### src/rtl/sync_fifo_prog.sv
// Single-clock FIFO with arbitrary depth, occupancy count, programmable almost flags,
// synchronous flush and a registered read port. Define SYNC_FIFO_ERR_EN to build sticky overflow/underflow flags.
module sync_fifo_prog #(
   parameter int DATA_WIDTH = 8,
   parameter int DEPTH      = 16,
   parameter int AF_THRESH  = DEPTH - 2,
   parameter int AE_THRESH  = 2
) (
   input  logic                          i_clk,
   input  logic                          i_rst,
   input  logic                          i_flush,
   input  logic                          i_wr_en,
   input  logic [DATA_WIDTH-1:0]         i_wr_data,
   input  logic                          i_rd_en,
   output logic [DATA_WIDTH-1:0]         o_rd_data,
   output logic                          o_rd_valid,
   output logic                          o_full,
   output logic                          o_empty,
   output logic                          o_almost_full,
   output logic                          o_almost_empty,
   output logic [$clog2(DEPTH+1)-1:0]    o_count,
   output logic                          o_overflow,
   output logic                          o_underflow
);

   localparam int PTR_W = $clog2(DEPTH);
   localparam int CNT_W = $clog2(DEPTH + 1);

   logic [DATA_WIDTH-1:0] r_mem [DEPTH];
   logic [PTR_W-1:0]      r_wptr;
   logic [PTR_W-1:0]      r_rptr;
   logic [CNT_W-1:0]      r_count;
   logic [DATA_WIDTH-1:0] r_rd_data;
   logic                  r_rd_valid;

   logic                  w_full;
   logic                  w_empty;
   logic                  w_rd_acc;
   logic                  w_wr_acc;
   logic [PTR_W-1:0]      w_wptr_nxt;
   logic [PTR_W-1:0]      w_rptr_nxt;
   logic [CNT_W-1:0]      w_count_nxt;

   assign w_full  = (r_count == CNT_W'(DEPTH));
   assign w_empty = (r_count == '0);

   // A write into a full FIFO is only legal when a read frees the slot on the same edge.
   assign w_rd_acc = i_rd_en & ~w_empty;
   assign w_wr_acc = i_wr_en & (~w_full | i_rd_en);

   assign w_wptr_nxt = (r_wptr == PTR_W'(DEPTH - 1)) ? '0 : r_wptr + 1'b1;
   assign w_rptr_nxt = (r_rptr == PTR_W'(DEPTH - 1)) ? '0 : r_rptr + 1'b1;

   always_comb begin
      w_count_nxt = r_count;
      case ({w_wr_acc, w_rd_acc})
         2'b10:   w_count_nxt = r_count + 1'b1;
         2'b01:   w_count_nxt = r_count - 1'b1;
         default: w_count_nxt = r_count;
      endcase
   end

   always_ff @(posedge i_clk or posedge i_rst) begin
      if (i_rst) begin
         r_wptr     <= '0;
         r_rptr     <= '0;
         r_count    <= '0;
         r_rd_data  <= '0;
         r_rd_valid <= 1'b0;
      end else if (i_flush) begin
         r_wptr     <= '0;
         r_rptr     <= '0;
         r_count    <= '0;
         r_rd_valid <= 1'b0;
      end else begin
         r_rd_valid <= w_rd_acc;
         if (w_rd_acc) begin
            r_rd_data <= r_mem[r_rptr];
            r_rptr    <= w_rptr_nxt;
         end
         if (w_wr_acc) begin
            r_wptr <= w_wptr_nxt;
         end
         r_count <= w_count_nxt;
      end
   end

   // Storage has no reset; the write enable is masked while pointers are being cleared.
   always_ff @(posedge i_clk) begin
      if (w_wr_acc && !i_flush && !i_rst) begin
         r_mem[r_wptr] <= i_wr_data;
      end
   end

`ifdef SYNC_FIFO_ERR_EN
   logic r_overflow;
   logic r_underflow;

   always_ff @(posedge i_clk or posedge i_rst) begin
      if (i_rst) begin
         r_overflow  <= 1'b0;
         r_underflow <= 1'b0;
      end else if (i_flush) begin
         r_overflow  <= 1'b0;
         r_underflow <= 1'b0;
      end else begin
         if (i_wr_en && w_full && !i_rd_en) r_overflow  <= 1'b1;
         if (i_rd_en && w_empty)            r_underflow <= 1'b1;
      end
   end

   always @(posedge i_clk) begin
      if (!i_rst && !i_flush) begin
         assert (!(w_wr_acc && w_full && !i_rd_en));
      end
   end

   assign o_overflow  = r_overflow;
   assign o_underflow = r_underflow;
`else
   assign o_overflow  = 1'b0;
   assign o_underflow = 1'b0;
`endif

   assign o_rd_data      = r_rd_data;
   assign o_rd_valid     = r_rd_valid;
   assign o_full         = w_full;
   assign o_empty        = w_empty;
   assign o_almost_full  = (r_count >= CNT_W'(AF_THRESH));
   assign o_almost_empty = (r_count <= CNT_W'(AE_THRESH));
   assign o_count        = r_count;

endmodule

### config.mk
export PLATFORM = sky130hd
export DESIGN_NAME = sync_fifo_prog
export DESIGN_NICKNAME = d
export VERILOG_FILES = /design/src/rtl/sync_fifo_prog.sv
export SDC_FILE = /design/constraint.sdc
export NUM_CORES = 1
export LEC_CHECK = 0
export CAP_MARGIN = 10
export CORE_MARGIN = 2
export CORE_UTILIZATION = 59
export CTS_CLUSTER_DIAMETER = 120
export DETAILED_ROUTE_END_ITERATION = 16
export GPL_TIMING_DRIVEN = 0
export PLACE_DENSITY = 0.85
export SYNTH_ARGS = -nofsm -noshare
export SYNTH_HDL_FRONTEND = slang
export SYNTH_SLANG_ARGS = --single-unit
### constraint.sdc
create_clock -name i_clk -period 3.2 [get_ports i_clk]
set_input_delay 0.32 -clock i_clk [delete_from_list [all_inputs] [get_ports i_clk]]
set_output_delay 0.32 -clock i_clk [all_outputs]
set_load 0.01 [all_outputs]
After elaboration in Yosys (flattened, before gate mapping)
Memory sizes are Yosys's and may differ from the RTL's. A register that Yosys moved wholly into a read port is not among the register bits.
Index checks and enable logic that the tools add are counted.
Widths: inputs -> output; s select.

word-level totals
  memories = 1
  bits of input ports = 13
  register bits = 14
  bits in writable memories = 128
  output and inout bits = 20

cells by class
  mux-type cells = 11
  order comparisons = 2
  bitwise operators = 6
  add/subtract/negate cells = 4
  equality and inequality tests = 5
  reductions and logical operators = 9

memories
  name   depth  width  read ports  clocked after Yosys merged registers in  write ports  line  source
  r_mem  16     8      1           1                                        1            29    logic [DATA_WIDTH-1:0] r_mem [DEPTH];

operators with widths
  cell                 number
  $mux 4               6
  $pmux 5 s2           1
  $add 4x1->4 const B  2
  $eq 4x4->1 const B   2
  $add 5x1->5 const B  1
  $eq 5x5->1 const B   1
  $ge 5x4->1 const B   1
  $le 5x2->1 const B   1
  $logic_not 5->1      1
  $mux 5               1
  $sub 5x1->5 const B  1
  $reduce_bool 2->1    2
  $mux 1               3
  $not 1->1            3
  $reduce_bool 3->1    1
  $and 1x1->1          2
  $eq 2x1->1 const B   1
  $eq 2x2->1 const B   1
  $logic_and 1x1->1    2
  $logic_not 1->1      2
  $reduce_and 2->1     1
  $or 1x1->1           1

Longest topological paths before layout
  word-level depth = 8
  gate-level depth with buffers = 11

Least setup slack after synthesis
Ideal clock, no wire load.

  path kind = register to register
  from = register r_count[3], in the netlist o_count[3]
  to = register r_count[4], in the netlist o_count[4]
  cell stages (with the launch flop) = 12
  required time = 3064 ps
  setup slack = 410 ps
  data arrival time = 2653 ps
  path buffers = 1
  path through = dfrtp_1 -> or4_1 -> buf_2 -> o21a_1 -> nand2b_1 -> inv_1 -> ha_1 -> nand2b_1 -> a21oi_1 -> or3b_2 -> a31oi_1 -> a21oi_1

on the way
  cells in the longest elaborated chain, start to end = 7

ends and longest elaborated chain
  element                                          line  source
  start: declaration                               32    logic [CNT_W-1:0] r_count;
  start signal: assignment                         84    r_count <= w_count_nxt;
  $eq 5x5->1                                       44    assign w_full = (r_count == CNT_W'(DEPTH));
  $not 1->1                                        49    assign w_wr_acc = i_wr_en & (~w_full | i_rd_en);
  $or 1x1->1                                       49
  $and 1x1->1                                      49
  $eq 2x1->1 / $eq 2x2->1 (equally long branches)  56    case ({w_wr_acc, w_rd_acc})
  $pmux 5 s2                                       56
  $mux 5                                           70    end else if (i_flush) begin

Several ways; a longest one is shown, not always the timed one.
A chain may end at the register's enable or synchronous reset.

Final worst setup path
Ends and elaborated chain as after synthesis.

==> impl_metrics.ini <==
[logic_synthesis]
netlist-cell-type-count = 41
async_flop_share = 0.1467
synth_compound_gate_area_share = 0.03275
synth_adder_area_share = 0.01941
synth-xor-area-share = 0.008490
synth_flop_cell = edfxtp_1
yosysTopAreaCellShare = 0.6210
ys_seq_area_frac = 0.7099
yosysMostFrequentCell = edfxtp_1
ys_warn_count = 0
syn-instance-count = 348
synth_commonest_cells = edfxtp_1, mux4_2, nor2_1
synth.area.mux_share = 0.1512
syn_area_per_cell_sq_um = 17.79
synth_edf_count = 128
syn_area_sq_um = 6190
synth-simple-area-share = 0.05579
synth_top_family_by_area = multiplexers
synth-seq-cells = 150
yosys.area.top_type = edfxtp_1
ys_top_cells_by_area = edfxtp_1, mux4_2, dfrtp_1, mux2i_1, ha_1

[route]
dr.pass1.iters = 5
post_drt_wl_per_cell_um = 23.23
drt_iter0_drc = 287
drc_errors = 0
via_per_inst = 5.960
via_count = 3248
wl_mm = 12.66
postRouteAntennaNets = 0

[floorplanning]
fp.dieH_um = 106.4
dieWidth_um = 106.4
rows = 37
dieArea_sq_um = 11330
coreArea_sq_um = 10280
ios = 33
start_util = 0.6023

[pwr]
cellPowerDensity_nw_per_um2 = 678.6
p_leak_uw = 0.002430
ir_worst_vdd_uv = 455.9

[placed_design]
port-buffer-count = 28
place.gp.congestion = 0.7644
hpwl_mm = 7.873
place_ws_ps = 187.9
placedCellCount = 513

[timing]
period_needed_ps = 3014
finClkSkew_ps = 8.758
setup_tns_ps = 0
slew_violations = 0
max_freq_ghz = 0.3318
worst_slack_ps = 186.2
setup_viol = 0
post-route-period-util = 0.9418
slew_headroom = 0.2951
rsz0062_at_grt = no
tightest_slew_ps = 1053
hold_viol = 0

[clocking]
cts_setup_buffers = 0
cts.path.max_buffers = 2
cts.sinks = 150
cts_root_buf = clkbuf_8
cts_tree = built
clkSlewWorstSetupHoldPaths_ps = 60
h-tree-depth = 4
clock_latency_ps = 520
numCtsBuffers = 17

[final_layout]
drive_gt1_frac = 0.1932
num_antenna_cells = 0
fin_cells = 545
syn_to_final_growth_pct = 16.15
nets = 418

[grt]
grt_overflow_total = 0
grt_max_degree = 23
antenna_found_initial = 0
grt_usage = 0.2453
grt_pass1_wl_mm = 19.44
grt_pass1_vias = 3381

[setup_path]
critPathLaunchType = flop
cp.arrival_ps = 3400
cp_max_fo = 9
cp.required_ps = 3580
end_kind = flop
critical_path_class = reg2reg

[min_path]
hold_class = in2reg

[job]
maxCapViolations = 0

[run_status]
status = completed
==> worst paths after layout <==
kind | endpoint | startpoint | slack, ps | depth (start not counted)
setup / recovery | o_count[4] | o_count[3] | 190 | 11
setup reg to reg | o_count[4] | o_count[3] | 190 | 11
max in group asynchronous | o_rd_data[7] | i_rst | 2270 | 2
min in group asynchronous | r_wptr[1] | i_rst | 390 | 2
hold reg to reg | o_rd_data[0] | o_rd_data[0] | 520 | 2
hold / removal | o_count[3] | i_flush | 250 | 3
==> logic make-up after synthesis <==
kind of cell,count (synthesis)
flops,150
fa+ha+maj,9
xor+xnor,6
mux,53
compound gates,28
buf+inv,31
simple gates,70
other cells,1
==> flip-flops by register name, indices dropped and copies added, names as in the netlist <==
| register | count |
|---|---|
| o_rd_data | 8 |
| o_rd_valid | 1 |
| r_rptr | 4 |
| r_mem | 128 |
| o_count | 5 |
| r_wptr | 4 |
==> routing by layer <==
metal	wire length, um	share of wire	GRT usage
met5	0	0	0
met4	199	0.016	0.09276
met3	801	0.063	0.05641
met2	6738	0.53	0.4144
met1	4923	0.39	0.3138
==> through the flow <==
stage	utilization	hold WS (ps)	power (uW)	instance area [sq um]
after floorplan	-	309.2	2743	6193
after global placement	0.6465	487.6	3055	6644
after detailed placement	0.6465	492.5	3089	6644
after CTS	0.6994	232.5	4884	7188
after global routing	0.6995	250.8	5056	7189
final	0.6995	246.2	4879	7189
==> area by class of cell <==
cell class,count,area [sq um]
buffer,19,90.09
clock buffer,19,421.7
fill,635,3088
clock inverter,13,122.6
multi-input combinational,168,1665
tap,136,170.2
inverter,12,45.04
sequential,150,4394
timing repair buffer,28,280.3
==> placed cells by master (no fill, tap or decap), types with 4 or more instances in the layout <==
master and n:
xor2_1 5, mux2_2 4, clkbuf_1 10, and2_1 8, clkbuf_16 16, o221ai_1 8, clkinv_4 4, buf_2 6
clkdlybuf4s50_1 28, mux4_2 32, nand2_1 18, mux2i_1 17, ha_1 8, a21oi_1 8, dfrtp_1 22, edfxtp_1 128
nor2_1 26, inv_1 12, nand3_1 4, nand2b_1 4
==> where the power goes <==
part | internal [uW] | leakage (uW) | switching (uW)
registers | 2210 | 0.00144 | 94.6
clock network | 1040 | 0.000257 | 780
logic | 375 | 0.000734 | 377
==> worst max-delay path, stage by stage, from the launching register on <==
cell	delay (ps)
dfrtp_1	430
or4_1	530
buf_2	180
o21a_2	250
nand2b_1	120
inv_1	100
ha_1	330
nand2b_1	90
a21oi_1	140
or3b_2	470
a31oi_1	180
a21oi_1	80
==> what timing repair did <==
item                                    in CTS  in global routing
resized for setup                            0                  1
hold buffers                                 0                  0
endpoints found under the hold margin        0                  0
endpoints found under the setup margin       0                  1
No activity file was read; power rests on OpenSTA's default activity.
==> edit, RTL diff (config.mk and constraints unchanged) <==
Change the parameter `DATA_WIDTH` from 8 to 7.
--- a/src/rtl/sync_fifo_prog.sv
+++ b/src/rtl/sync_fifo_prog.sv
@@ -2,5 +2,5 @@
 // synchronous flush and a registered read port. Define SYNC_FIFO_ERR_EN to build sticky overflow/underflow flags.
 module sync_fifo_prog #(
-   parameter int DATA_WIDTH = 8,
+   parameter int DATA_WIDTH = 7,
    parameter int DEPTH      = 16,
    parameter int AF_THRESH  = DEPTH - 2,
Ports: changed (resized i_wr_data and o_rd_data); port bits go from 33 to 31. The function was not compared with the original's and may differ.
==> edit against the unedited design <==
  * Utilization is 2.5 points higher
  * Count of clock-buffer cells in the layout is 1 lower
  * Critical path type unchanged
  * Synthesized cell count is 7.5% lower
  * Power is 3.3% higher
  * Hold slack better by 0.016 ns
  * Sequential cell count is 17 lower
  * Area after synthesis is 10% lower
  * Routed wire length is 4.4% lower
  * Setup slack worse by 0.029 ns
  * Design area is 7.3% lower
  * Largest power group is now clock
  * Maximum frequency is 0.97% lower
  * Largest cell class unchanged
  * Critical endpoint unchanged
==> edit: results (changes against the unedited design) <==
.. list-table::
   :header-rows: 1

   * - Metric
     - Value
   * - Post-CTS setup repair buffer count
     - 0 (unchanged)
   * - Number of enable-type register cells in the synthesized netlist
     - 112 (-13%)
   * - Buffers added on ports
     - 26 (-7.1%)
   * - Met2 wire length
     - 6300 um (-6.6%)
   * - Number of inserted filler cells in the final layout
     - 537 (-15%)
   * - Seq pwr share
     - 40.5% (-6.8 points)
   * - Proportion of synthesized flip-flops having asynchronous set or reset
     - 15.8% (+1.1 points)
   * - Routed length on met3
     - 614 um (-23%)
   * - Synth top cells by count
     - 112 x sky130_fd_sc_hd__edfxtp_1, 28 x sky130_fd_sc_hd__mux4_2, 26 x sky130_fd_sc_hd__nor2_1
   * - Global Route Usage Sum
     - 26.2% (+1.7 points)
   * - Run status
     - finished, final reports clean
   * - GP Congestion
     - 0.860 (+12%)
   * - Layout cell share with drive strength beyond 1
     - 20.7% (+1.4 points)
   * - Sequential cell area fraction in the yosys report
     - 70.0% (-1.0 points)
   * - First-pass GRT wire length
     - 18700 um (-3.8%)
   * - Final routed wirelength across all metal layers
     - 12100 um (-4.4%)
   * - Clk Latency, worst-skew pair
     - 0.51 ns
   * - Placed instance area
     - 0.00596 mm^2 (-10%)
   * - Met1 track demand over resource
     - 31.7% (+0.33 points)
   * - Final HPWL DP
     - 7130 um (-9.4%)
   * - Initial DRC Count
     - 283 (-1.4%)
   * - Leak pwr
     - 0.00231 uW (-5.0%)
   * - Power of the combinational group
     - 745 uW (-0.9%)
   * - Post-layout nets
     - 390 (-6.7%)
   * - Longest individual stage delay on the worst path
     - 0.53 ns (about the same)
   * - Worst setup skew after layout
     - 0.00955 ns (+0.000790 ns)
   * - Peak VDD IR
     - 642 uV (+41%)
   * - Number of flip-flops in the largest register
     - 112 (-13%)
   * - Cells resized by post-CTS repair
     - 0 (unchanged)
   * - Post-route met1 wirelength
     - 4650 um (-5.5%)
   * - Met3 track demand over resource in global routing
     - 6.93% (+1.3 points)
   * - Average via count per standard cell
     - 6.38 (+7.0%)
   * - Transition time at the pin with the least slew margin
     - 0.827 ns (-0.226 ns)
   * - First-pass iteration count of the detailed router
     - 4 (-1)
## edit: metrics by stage
step / hold WS [ns] / utilization, % / total power [uW] / cells / worst slack [ns]
floorplan: 0.297 / - / 2470 / 323 / 0.400
global placement: 0.476 / 64.8 / 2750 / 460 / 0.217
detailed placement: 0.484 / 64.8 / 2800 / 460 / 0.130
CTS: 0.249 / 72.3 / 5050 / 492 / 0.116
global route: 0.267 / 72.4 / 5210 / 493 / -0.00711
finish: 0.262 / 72.4 / 5040 / 493 / 0.157
## edit: logic make-up (layout without fill, tap and decap cells)
family / after synthesis / in the layout / share of synthesized area (%)
AOI/OAI and AO/OA: 27 / 27 / 3.49
xor gates and xnor gates: 6 / 6 / 0.946
adders and majority gates: 9 / 9 / 2.16
buffers and inverters: 30 / 89 / 2.34
DFF: 133 / 133 / 70.0
muxes: 47 / 47 / 14.9
other: 1 / 2 / 0.0675
and+or+nand+nor: 69 / 69 / 6.15
## edit: path summary, 6_finish.rpt
check / start / endpoint / slack [ns] / depth (start not counted)
min in group asynchronous: i_rst / o_rd_data[1] / 0.38 / 2
worst max-delay path: o_count[0] / o_count[4] / 0.16 / 11
worst min-delay path: i_flush / o_count[3] / 0.26 / 3
worst max register to register: o_count[0] / o_count[4] / 0.16 / 11
max in group asynchronous: i_rst / o_count[0] / 2.25 / 2
worst min register to register: o_rd_data[4] / o_rd_data[4] / 0.51 / 2
## edit: area by class of cell
| type | count | share of cell area (%) |
|---|---|---|
| plain buffers | 18 | 1.28 |
| clock buffers | 18 | 6.27 |
| clock inverters | 14 | 4.06 |
| inverters | 12 | 0.676 |
| multi-input cells | 160 | 23.2 |
| flip-flops and latches | 133 | 58.4 |
| well taps | 111 | 2.08 |
| repair buffers | 27 | 4.02 |
